--- src/rtl/cpu_store_tracer.sv ---
// Store-trace monitor for the single-cycle RISC-V core's data-memory write port.
// It buffers every store in a first-word fall-through FIFO, ends the run on a tohost store, and ends it on a cycle watchdog.
module cpu_store_tracer #(
  parameter int unsigned     XLEN        = 32,
  parameter int unsigned     DEPTH       = 16,
  parameter logic [XLEN-1:0] TOHOST_ADDR = 32'h0000_0064,
  parameter logic [XLEN-1:0] PASS_DATA   = 32'd1,
  parameter int unsigned     TIMEOUT     = 1000
) (
  input  logic                   clk,
  input  logic                   rst,
  input  logic                   en,
  input  logic                   mem_write,
  input  logic [XLEN-1:0]        alu_result,
  input  logic [XLEN-1:0]        write_data,
  input  logic                   rd_en,
  output logic                   rd_valid,
  output logic [XLEN-1:0]        rd_addr,
  output logic [XLEN-1:0]        rd_data,
  output logic [$clog2(DEPTH):0] count,
  output logic                   overflow,
  output logic                   done,
  output logic                   pass,
  output logic                   timeout,
  output logic [31:0]            cycle_count
);

  localparam int unsigned AW         = $clog2(DEPTH);
  localparam logic [AW:0] FULL_CNT   = (AW+1)'(DEPTH);
  localparam logic [AW:0] CNT_ONE    = (AW+1)'(1);
  localparam logic [AW-1:0] PTR_ONE  = AW'(1);
  localparam logic [31:0] LAST_CYCLE = 32'(TIMEOUT - 1);

  typedef enum logic [1:0] {IDLE, RUN, DONE} state_t;
  state_t state, state_nxt;

  logic [XLEN-1:0] addr_mem [DEPTH];
  logic [XLEN-1:0] data_mem [DEPTH];
  logic [AW-1:0]   wr_ptr, rd_ptr;

  logic run_step, is_tohost, store_req, full, push, pop, drop;
  logic finish_tohost, finish_timeout;

  assign run_step  = (state == RUN) && en;
  assign is_tohost = (alu_result == TOHOST_ADDR);
  assign store_req = run_step && mem_write && !is_tohost;
  assign full      = (count == FULL_CNT);
  assign rd_valid  = (count != '0);
  assign pop       = rd_en && rd_valid;
  // A pop frees the slot the same cycle, so a full FIFO can still accept a push.
  assign push      = store_req && (!full || pop);
  assign drop      = store_req && full && !pop;

  always_comb begin
    state_nxt      = state;
    finish_tohost  = 1'b0;
    finish_timeout = 1'b0;
    case (state)
      IDLE: if (en) state_nxt = RUN;
      RUN: begin
        if (run_step) begin
          if (mem_write && is_tohost) begin
            finish_tohost = 1'b1;
            state_nxt     = DONE;
          end else if (cycle_count == LAST_CYCLE) begin
            finish_timeout = 1'b1;
            state_nxt      = DONE;
          end
        end
      end
      DONE: state_nxt = DONE;
      default: state_nxt = IDLE;
    endcase
  end

  always_ff @(posedge clk or negedge rst) begin
    if (!rst) state <= IDLE;
    else      state <= state_nxt;
  end

  always_ff @(posedge clk or negedge rst) begin
    if (!rst) begin
      pass        <= 1'b0;
      timeout     <= 1'b0;
      cycle_count <= '0;
      overflow    <= 1'b0;
      wr_ptr      <= '0;
      rd_ptr      <= '0;
      count       <= '0;
    end else begin
      if (run_step)       cycle_count <= cycle_count + 32'd1;
      if (finish_tohost)  pass        <= (write_data == PASS_DATA);
      if (finish_timeout) timeout     <= 1'b1;
      if (drop)           overflow    <= 1'b1;
      if (push)           wr_ptr      <= wr_ptr + PTR_ONE;
      if (pop)            rd_ptr      <= rd_ptr + PTR_ONE;
      if (push && !pop)      count <= count + CNT_ONE;
      else if (pop && !push) count <= count - CNT_ONE;
    end
  end

  // Buffer contents carry no reset; the occupancy count alone defines validity.
  always_ff @(posedge clk) begin
    if (push) begin
      addr_mem[wr_ptr] <= alu_result;
      data_mem[wr_ptr] <= write_data;
    end
  end

  assign done    = (state == DONE);
  assign rd_addr = addr_mem[rd_ptr];
  assign rd_data = data_mem[rd_ptr];

endmodule

--- config.mk ---
export PLATFORM = sky130hd
export DESIGN_NAME = cpu_store_tracer
export DESIGN_NICKNAME = d
export VERILOG_FILES = /design/src/rtl/cpu_store_tracer.sv
export SDC_FILE = /design/constraint.sdc
export NUM_CORES = 1
export LEC_CHECK = 0
export ABC_CLOCK_PERIOD_IN_PS = 9900
export BUFFER_PORTS_ARGS = -buffer_cell sky130_fd_sc_hd__clkbuf_2
export CAP_MARGIN = 0
export CELL_PAD_IN_SITES_DETAIL_PLACEMENT = 0
export CELL_PAD_IN_SITES_GLOBAL_PLACEMENT = 1
export CORE_ASPECT_RATIO = 1.75
export CORE_UTILIZATION = 31
export CTS_BUF_LIST = sky130_fd_sc_hd__clkbuf_8
export DETAILED_ROUTE_END_ITERATION = 8
export PLACE_DENSITY_LB_ADDON = 0.1
export SLEW_MARGIN = 20
export SYNTH_ARGS = -nofsm -noshare
export SYNTH_HDL_FRONTEND = slang
export SYNTH_SLANG_ARGS = --single-unit
export TNS_END_PERCENT = 50
--- constraint.sdc ---
create_clock -name clk -period 9.9 [get_ports clk]
set_clock_uncertainty 0.15 [all_clocks]
set_input_delay 1.485 -clock clk [delete_from_list [all_inputs] [get_ports clk]]
set_output_delay 1.485 -clock clk [all_outputs]
set_load 0.02 [all_outputs]
==> impl_metrics.ini <==
[sta]
max_slew.worst_pin.slew_ns = 1.11
setup_tns_ns = 0
fmax_mhz = 161
drv_slew = 0
fin_crit_sh_pct = 62.6
setup_violations = 0
rsz0062_at_grt = no
min_period_ns = 6.20
whs_ns = 0.345
hold_violations = 0
relSlewSlack_pct = 26.0

[synthesis]
syn_avg_cell_area_sq_um = 24.5
yosysTopAreaCell = edfxtp_1
synth_edf_count = 1024
synth_cell_type_count = 40
synth_cells = 1686
ys_seq_elements = 1074
yosysWarnings = 0
synth-async-reset-ratio_pct = 4.66
netlist_area_sq_um = 41300
ys_seq_area_share_pct = 77.6
synth_top_flop_cell = edfxtp_1
synth_top_area_share_pct = 74.5
synth_nets = 1770
synth.area.top_cells = edfxtp_1 75%, mux4_2 17%, dfrtp_1 3.0%, mux4_1 0.70%, xnor2_1 0.70%

[worst_setup_path]
cp_data_required_time_ns = 8.27
startpoint = rd_ptr[1]
critical_path_arrival_ns = 4.56
path_cells = buf_4, buf_4, mux4_2, mux4_2, clkbuf_2
timing.rr.start = state[1]
slowest_stage = dfrtp_4
critPathKind = reg -> out
cpLargestDelayFamily = buffers and inverters
start_kind = flop
cp_max_fo = 55
slowest_delay_ns = 0.99
endpoint_kind = output port
cp_num_buf_inv = 3

[route]
drc_errors = 0
num_vias = 18900
ant_nets = 0
routed_wl_microns = 107000
drtIter0Drc = 1144
viasPerCell = 4.95
first_pass_iters = 5
routedWlPerCell_microns = 28.1

[pwr]
p_comb_share_pct = 27.9
sequentialPowerShare_pct = 43.6
internal-power_mw = 8.43
ir_drop_uv = 162
switchingPower_mw = 3.84
switching_share_pct = 31.3
power_leakage_nw = 15.1
clockPowerShare_pct = 28.5
p_per_area_nw_per_um2 = 259

[clock_tree]
ctsHoldBuffers = 0
clock_tree.buffer_depth = 3
root_buffer = clkbuf_8
cts_tree = built
cts.repair.resized = 0
insertion_delay_ns = 0.84
cts.reportedPaths.clkPinSlew_ns = 0.07
numClockSinks = 1074
cts-htree-levels = 4
post_cts_buffers = 0
numCtsBuffers = 166

[global_route]
antenna_found_initial = 8
grt_pass1_wl_microns = 154000
track_usage_pct = 16.2
grt_pass1_vias = 21200
grt_max_degree = 125
overflow = 0

[floorplan]
dieArea_sq_um = 135000
placementRows = 176
design.core.area_sq_um = 132000
start_util_pct = 31.3
die_width_microns = 278
die_h_microns = 485
io_pins = 175

[place]
hpwl_microns = 59400
placedCellCount = 3511
place.gp.congestion = 0.701
portBuffers = 174
dpl_cell_area_sq_um = 44200

[min_path]
min-delay-start = cycle_count[9]
holdCritPathClass = reg -> reg

[cells_and_area]
syn_to_final_growth_pct = 14.5
fillers = 12100
layout_commonest_cell = edfxtp_1
layout_common_cells = 1,024 x edfxtp_1, 309 x mux4_2, 176 x clkbuf_8
instances_no_fill = 3809
nets = 2073
drive_gt1_share_pct = 36.2
post-route-cell-area_sq_um = 47300

[flow_run]
cap_violations = 0

[outcome]
status = completed
-- path summary, 6_finish.rpt --
| kind | endpoint | slack, ns | cells past startpoint |
|---|---|---|---|
| min in group asynchronous | cycle_count[5] | 0.62 | 2 |
| worst max-delay path | rd_addr[14] | 3.70 | 5 |
| worst max register to register | addr_mem[1][25] | 5.60 | 9 |
| max in group asynchronous | rd_ptr[3] | 8.45 | 2 |
| worst min register to register | cycle_count[9] | 0.34 | 1 |
| worst min-delay path | cycle_count[9] | 0.34 | 1 |
-- cell families after synthesis --
logic type / after synthesis / synth area share [%]
DFF: 1074 / 77.6
muxes: 326 / 17.7
and+or+nand+nor: 132 / 1.84
buffers and inverters: 87 / 1.35
xor gates and xnor gates: 42 / 0.891
adders and majority gates: 15 / 0.473
AOI/OAI and AO/OA: 10 / 0.158
-- per-layer routing --
metal | track usage [%] | routed length [microns]
met5 | 0 | 52
met2 | 29.1 | 57400
met1 | 19.0 | 41900
met3 | 3.80 | 4860
met4 | 5.18 | 2620
-- power groups by stage --
stage | clock (mW) | sequential, mW | combinational (mW)
finish | 3.49 | 5.35 | 3.43
global route | 3.81 | 5.37 | 3.68
CTS | 3.64 | 5.36 | 3.56
detailed placement | 0 | 5.46 | 3.55
global placement | 0 | 5.45 | 3.54
floorplan | 0 | 5.23 | 2.59
-- state kept, by name, indices dropped and copies added (netlist names) --
name         count
rd_ptr           4
state            2
timeout          1
data_mem       512
wr_ptr           4
addr_mem       512
cycle_count     32
count            5
pass             1
overflow         1
-- final cells by class --
| type | count | area [sq um] | area share, % |
|---|---|---|---|
| antenna | 3 | 7.51 | 0.0159 |
| clock buffer | 176 | 2420 | 5.12 |
| clock inverter | 118 | 624 | 1.32 |
| inverter | 9 | 33.8 | 0.0715 |
| multi-input combinational | 525 | 8810 | 18.6 |
| sequential | 1074 | 32000 | 67.7 |
| tap | 1691 | 2120 | 4.48 |
| timing repair buffer | 213 | 1230 | 2.61 |
-- per-stage QoR --
step                setup WS (ns)  util [%]  power [mW]
floorplan                   0.242         -        7.82
global placement             3.53      33.5        8.99
detailed placement           3.47      33.5        9.00
CTS                          3.45      35.9        12.6
global route                 3.41      35.9        12.9
finish                       3.70      35.9        12.3
-- Yosys cell counts (2+ instances only) --
cell type / number
nor2_1: 17
a21oi_1: 2
inv_1: 8
mux2_2: 5
buf_6: 23
edfxtp_1: 1024
xor2_1: 9
nor3_1: 6
or2_2: 2
ha_1: 14
nor4_1: 17
nor4b_1: 8
dfrtp_1: 50
mux4_1: 11
buf_1: 9
and4_1: 4
and3_1: 8
nand3_1: 14
o21bai_1: 2
clkbuf_1: 26
o21ai_0: 3
and2_1: 5
nand4_1: 16
buf_2: 17
a21o_1: 2
and4b_1: 5
xnor2_1: 33
mux4_2: 309
nand2_1: 25
buf_12: 2
Power figures use the tool's default switching activity.
